[config.mk]
export PLATFORM = sky130hd
export DESIGN_NAME = pc_branch_unit
export DESIGN_NICKNAME = d
export VERILOG_FILES = /design/src/rtl/pc_branch_unit.sv
export SDC_FILE = /design/constraint.sdc
export NUM_CORES = 1
export LEC_CHECK = 0
export ABC_AREA = 1
export CAP_MARGIN = 20
export CORE_AREA = 2 2 77 94
export CTS_CLUSTER_DIAMETER = 120
export DETAILED_ROUTE_END_ITERATION = 16
export DIE_AREA = 0 0 79 96
export GPL_ROUTABILITY_DRIVEN = 0
export MAX_ROUTING_LAYER = met4
export PLACE_DENSITY_LB_ADDON = 0.08
export SYNTH_ARGS = -nofsm -noshare
export SYNTH_HDL_FRONTEND = slang
export SYNTH_SLANG_ARGS = --single-unit
export TNS_END_PERCENT = 1
[constraint.sdc]
create_clock -name CLK -period 2.3 [get_ports CLK]
set_input_delay 0.46 -clock CLK [delete_from_list [all_inputs] [get_ports CLK]]
set_output_delay 0.46 -clock CLK [all_outputs]
set_load 0.005 [all_outputs]
[src/rtl/pc_branch_unit.sv]
// Program counter and branch unit for the 16-bit multi-cycle processor.
// Applies the control FSM's PC strobes to the ALU result and resolves branches.
module pc_branch_unit #(
    parameter int                 WIDTH    = 16,
    parameter logic [WIDTH-1:0]   RESET_PC = '0
) (
    input  logic             CLK,
    input  logic             Reset,
    input  logic             PCWrite,
    input  logic             PCSrc,
    input  logic             Branch,
    input  logic [1:0]       BranchType,
    input  logic             IRWrite,
    input  logic [WIDTH-1:0] alu_result,
    input  logic             alu_overflow,
    output logic [WIDTH-1:0] pc,
    output logic [WIDTH-1:0] pc_old,
    output logic [WIDTH-1:0] branch_target,
    output logic             branch_taken,
    output logic             misaligned,
    output logic [15:0]      taken_count
);

    logic zero;
    logic lt;
    logic cond_true;
    logic take_branch;
    logic latch_target;
    logic load_alu;

    // Branch condition from the ALU subtract rs1 - rs2; overflow corrects the sign for signed compares.
    always_comb begin
        zero      = (alu_result == '0);
        lt        = alu_result[WIDTH-1] ^ alu_overflow;
        cond_true = 1'b0;
        case (BranchType)
            2'b00:   cond_true = zero;
            2'b01:   cond_true = !zero;
            2'b10:   cond_true = lt;
            default: cond_true = !lt;
        endcase
    end

    assign load_alu     = PCWrite && !PCSrc;
    assign take_branch  = PCWrite && PCSrc && Branch && cond_true;
    assign latch_target = Branch && !PCWrite && !PCSrc;

    always_ff @(posedge CLK) begin
        if (Reset) begin
            pc            <= RESET_PC;
            pc_old        <= RESET_PC;
            branch_target <= '0;
            branch_taken  <= 1'b0;
            misaligned    <= 1'b0;
            taken_count   <= '0;
        end else begin
            branch_taken <= 1'b0;
            if (IRWrite) begin
                pc_old <= pc;
            end
            if (latch_target) begin
                branch_target <= alu_result;
            end
            if (load_alu) begin
                pc <= {alu_result[WIDTH-1:1], 1'b0};
                if (alu_result[0]) begin
                    misaligned <= 1'b1;
                end
            end else if (take_branch) begin
                pc           <= branch_target;
                branch_taken <= 1'b1;
                if (taken_count != 16'hFFFF) begin
                    taken_count <= taken_count + 16'd1;
                end
            end
        end
    end

endmodule

## Word-level counts from Yosys, hierarchy flattened

Index checks and enable logic that the tools add are counted.
W data, S select, Z words.

- Flip-flop bits (word level): 66
- Latch bits: 0
- Memory bits (writable): 0
- ROM bits: 0
- Output and inout port bits: 66
- Word-level logic and storage cells: 33
- Memories: 0

- Add/sub/neg operators: 1
- $mul: 0
- Div/mod/pow operators: 0
- Magnitude comparators: 0
- Eq/ne operators: 3
- Shift operators: 0
- Muxes and demuxes: 4
- Bitwise gates (word level): 2
- Reduce and logical (&&, ||, !) cells: 16

Operators by type and width:

| kind | number |
|---|---|
| $mux W16 | 2 |
| $add A16 B1 Y16 const B | 1 |
| $logic_not A16 Y1 | 1 |
| $ne A16 B16 Y1 const B | 1 |
| $logic_and A1 B1 Y1 | 6 |
| $logic_not A1 Y1 | 4 |
| $pmux W1 S3 | 1 |
| $reduce_and A3 Y1 | 1 |
| $eq A2 B1 Y1 const B | 1 |
| $eq A2 B2 Y1 const B | 1 |
| $logic_not A2 Y1 | 1 |
| $reduce_and A2 Y1 | 1 |
| $reduce_bool A2 Y1 | 1 |
| $reduce_or A2 Y1 | 1 |
| $mux W1 | 1 |
| $not A1 Y1 | 1 |
| $xor A1 B1 Y1 | 1 |

## Longest topological paths before layout

- Depth after elaboration: 6
- Gate-level depth with buffers: 12

## Worst setup path after synthesis

No wires, ideal clock.

- Path kind: register -> register
- Start point: register taken_count[0]
- End point: register taken_count[10]
- Setup time: 0.139 ns
- Arrival time: 1.565 ns
- Slack: 0.596 ns
- Cell stages (with the launch flop): 10
- Period minus slack after synthesis: 1.704 ns
- Cells stage by stage: dfxtp_1 -> ha_1 -> nand2_1 -> nor3_4 -> nand2_2 -> nor2_4 -> nand2_4 -> buf_1 -> nand3_1 -> a21oi_2

- Word-level cells in the longest chain between the ends: 2
- Elaborated cells between the ends (all ways): 3
- Those cells by class: add/sub: 1; eq/ne: 1; reduce/logical: 1

Ends and longest elaborated chain:

| element | line | text |
|---|---|---|
| start: declaration | 21 | `output logic [15:0] taken_count` |
| start signal: assignment | 73 | `taken_count <= taken_count + 16'd1;` |
| branches (longest 2 deep; another with $add A16 B1 Y16) | -- |  |

Several ways; the timed one is not identified.
A chain may end at the register's enable or synchronous reset.

## Final worst setup path

- Start point: input alu_result[0]
- End point: register pc[6]

- Word-level cells in the longest chain between the ends: 5

Ends and longest elaborated chain:

| element | line | text |
|---|---|---|
| start: declaration | 14 | `input logic [WIDTH-1:0] alu_result,` |
| $logic_not A16 Y1 (*) | 33 | `zero = (alu_result == '0);` |
| $logic_not A1 Y1 | 38 | `2'b01: cond_true = !zero;` |
| $pmux W1 S3 (*) | 36 | `case (BranchType)` |
| $logic_and A1 B1 Y1 (*) | 45 | `assign take_branch = PCWrite && PCSrc && Branch && cond_true;` |
| $reduce_bool A2 Y1 (no source line) (*) | -- |  |
| end signal: assignment | 65 | `pc <= {alu_result[WIDTH-1:1], 1'b0};` |
| end signal: assignment | 70 | `pc <= branch_target;` |
| end: declaration | 16 | `output logic [WIDTH-1:0] pc,` |

Every way passes the cells marked *; elsewhere a longest branch is shown, timed or not.

==> flow_metrics.env <==
export IMPL_status="completed"
export IMPL_hold_depth=2
export IMPL_globalRouteMet3Util_pct=5.82
export IMPL_hold_path_startpoint="misaligned"
export IMPL_rsz_0062_raised_after_global_routing="false"
export IMPL_synth_top_family_by_area="simple AND/OR/NAND/NOR gates"
export IMPL_synth_seq_area_share_pct=43.5
export IMPL_power_per_cell_area_mw_per_mm2=597
export IMPL_fin_setup_tns_ns=0
export IMPL_setup_slack_ns=0.350
export IMPL_reg2reg_from="taken_count[1]"
export IMPL_start_util_pct=45.4
export IMPL_drt_pre_antenna_iters=4
export IMPL_number_of_port_buffers=90
export IMPL_finalClockSkew_ns=0.00796
export IMPL_finalWorstPathRequiredPeriod_ns=1.95
export IMPL_final_antenna_diode_count=0
export IMPL_grt_pass1_wl_microns=13700
export IMPL_floorplan_die_area_sq_mm=0.00758
export IMPL_worstMarginPinSlew_ns=0.451
export IMPL_crit_path_max_fanout=16
export IMPL_holdWs_ns=0.456
export IMPL_design_power_total_mw=2.53
export IMPL_syn_cell_area_sq_mm=0.00303
export IMPL_synthDistinctLibCells=28
export IMPL_power_switching_mw=0.666
export IMPL_power_ir_vdd_worst_uv=421
export IMPL_post_cts_resized_instances=0
export IMPL_die_height_microns=96
export IMPL_grt_overflow=0
export IMPL_finish_utilization_pct=63.5
export IMPL_clkSlewWorstSetupHoldPaths_ns=0.07
export IMPL_fmax_mhz=513
export IMPL_synth_warning_count=0
export IMPL_timing_final_setup_violations=0
export IMPL_detail_route_drc_violations=0
export IMPL_synthAdderAreaFrac_pct=0.412
export IMPL_finalMaxSlewViolations=0
export IMPL_dp_hpwl_microns=6200
export IMPL_synth_simple_gate_area_share_pct=31.1
export IMPL_finalCritPeriodShare_pct=84.8
export IMPL_clock_sink_count=66
export IMPL_detailed_place_area_sq_mm=0.00405
export IMPL_worst_setup_path_category="in2reg"
export IMPL_power_frac_clock_pct=38.7
export IMPL_final_hold_violation_count=0
export IMPL_most_common_layout_cells="sky130_fd_sc_hd__nor2_1, sky130_fd_sc_hd__clkdlybuf4s50_1, sky130_fd_sc_hd__nand2_1, sky130_fd_sc_hd__dfxtp_1, sky130_fd_sc_hd__inv_1"
export IMPL_worst_setup_path_start_kind="input pin"
export IMPL_latest_clock_arrival_within_the_worst_skew_pair_ns=0.33
export IMPL_routed_vias_inst=5.11
export IMPL_stdcell_count=608
export IMPL_syn_mean_instance_area_sq_um=7.16
export IMPL_drtAntennaViolNets=0
export IMPL_combinationalPowerShare_pct=13.1
export IMPL_power_switching_fraction_pct=26.3
export IMPL_postSynthNetCount=450
export IMPL_synth_seq_cells=66
export IMPL_hold_end="misaligned"
export IMPL_leakagePower_nw=1.67
export IMPL_coreArea_sq_mm=0.00669
export IMPL_globalRouteMet2Util_pct=41.0
export IMPL_nNetsFinal=542
export IMPL_cts_tree="done"
export IMPL_cap_viol_max_count=0
export IMPL_dpl_worst_slack_ns=0.00392
export IMPL_cts_path_max_buffers=2
export IMPL_post_synth_xor_area_fraction_pct=4.04
export IMPL_hold_path_class="reg2reg"
export IMPL_placed_cells=592
export IMPL_boundaryPins=91
export IMPL_detail_route_wirelength_microns=8500
export IMPL_area_delta_synth_final_pct=40.0
export IMPL_crit_required_ns=2.53
export IMPL_fp_row_count=33
export IMPL_grt_util_all_layers_pct=24.1
export IMPL_power_frac_seq_pct=48.2
export IMPL_cts_buffers_inserted=9
export IMPL_grt_start_max_net_pins=30
export IMPL_drt_wirelength_per_cell_microns=14.0
export IMPL_grt_met1_usage_pct=27.0
export IMPL_postCtsHoldBufs=0
export IMPL_post_cts_buffers=0
export IMPL_internal_power_mw=1.87
export IMPL_complex_gate_fraction_of_the_synthesized_area_pct=13.3
export IMPL_r2r_end="taken_count[5]"
export IMPL_fin_area_sq_mm=0.00425
export IMPL_route_vias_total=3106
export IMPL_synthesis_instances=424
export IMPL_final_layout_size_suffix_gt1_share_pct=9.79
export IMPL_worstRegToRegCells=9
export IMPL_first_global_vias=2977
export IMPL_busiest_layer="met2"
export IMPL_drt_iter0_drc=126
export IMPL_antenna_found_initial=0
export IMPL_timing_max_slew_rel_slack_pct=69.9
export IMPL_critical_path_endpoint_type="flip-flop"
export IMPL_die_width_microns=79
export IMPL_cell_chosen_for_the_clock_root="sky130_fd_sc_hd__clkbuf_8"
export IMPL_cts_htree_levels=3
export IMPL_crit_path_arrival_time_ns=2.18
export IMPL_yosys_mux_area_fraction_pct=0
export IMPL_timing_reg2reg_setup_slack_ns=0.37
-- synth_stat cells (all sizes together) --
library cell	instances	area share (%)
dfxtp	66	44
ha	1	0.41
nand2	70	9.1
a21oi	35	7.0
clkinv	1	0.12
xor2	8	2.3
clkbuf	13	1.6
nand4	16	3.8
buf	7	1.4
nor3	7	1.7
o21ai	38	6.3
nand3	27	4.8
inv	37	4.6
xnor2	6	1.7
nor2	92	12
-- area by class of cell --
cell class / count / area, sq um
fill: 632 / 2440
sequential: 66 / 1320
multi-input combinational: 300 / 1480
tap: 87 / 109
inverter: 38 / 143
clock buffer: 9 / 124
clock inverter: 7 / 76.3
timing repair buffer: 101 / 996
-- per-layer routing --
| layer | routed length, microns | vias to the layer above |
|---|---|---|
| li1 | - | 1560 |
| met1 | 3470 | 1420 |
| met2 | 4370 | 108 |
| met3 | 429 | 18 |
| met4 | 224 | 0 |
| met5 | 0 | - |
-- power by group through the flow --
stage          sequential (mW)  combinational, mW  clock, mW
3_5_place_dp              1.25              0.332          0
5_1_grt                   1.23              0.366       1.07
6_report                  1.22              0.332      0.981
2_1_floorplan             1.25              0.136          0
4_1_cts                   1.22              0.334       1.00
3_3_place_gp              1.25              0.329          0
-- critical path, stage by stage --
cell,delay [ns]
sky130_fd_sc_hd__clkdlybuf4s50_1,0.45
sky130_fd_sc_hd__nor2_1,0.18
sky130_fd_sc_hd__nand3_1,0.10
sky130_fd_sc_hd__nor2_1,0.11
sky130_fd_sc_hd__nand2_1,0.09
sky130_fd_sc_hd__nand3_2,0.10
sky130_fd_sc_hd__nand3_2,0.13
sky130_fd_sc_hd__nand2_2,0.28
sky130_fd_sc_hd__inv_1,0.12
sky130_fd_sc_hd__nor2_1,0.11
sky130_fd_sc_hd__nor2_1,0.06
-- sequential cells by signal (all words and copies together), names as in the netlist --
register	flops
misaligned	1
taken_count	16
pc	16
branch_target	16
branch_taken	1
pc_old	16
-- kinds of logic after synthesis --
family,Yosys count
xor gates and xnor gates,14
buffers and inverters,58
DFF,66
AOI/OAI and AO/OA,73
adders and majority gates,1
and+or+nand+nor,212
-- worst max path at each step --
stage	slack (ns)	end	from	cells after the start
4_1_cts	0.35	taken_count[5]	taken_count[1]	9
3_5_place_dp	0.004	pc[6]	alu_result[0]	11
2_1_floorplan	0.60	taken_count[10]	taken_count[0]	9
3_3_place_gp	0.05	pc[4]	alu_result[0]	11
5_1_grt	0.12	taken_count[15]	taken_count[1]	9
6_report	0.35	pc[6]	alu_result[0]	11
Power figures use the tool's default switching activity.
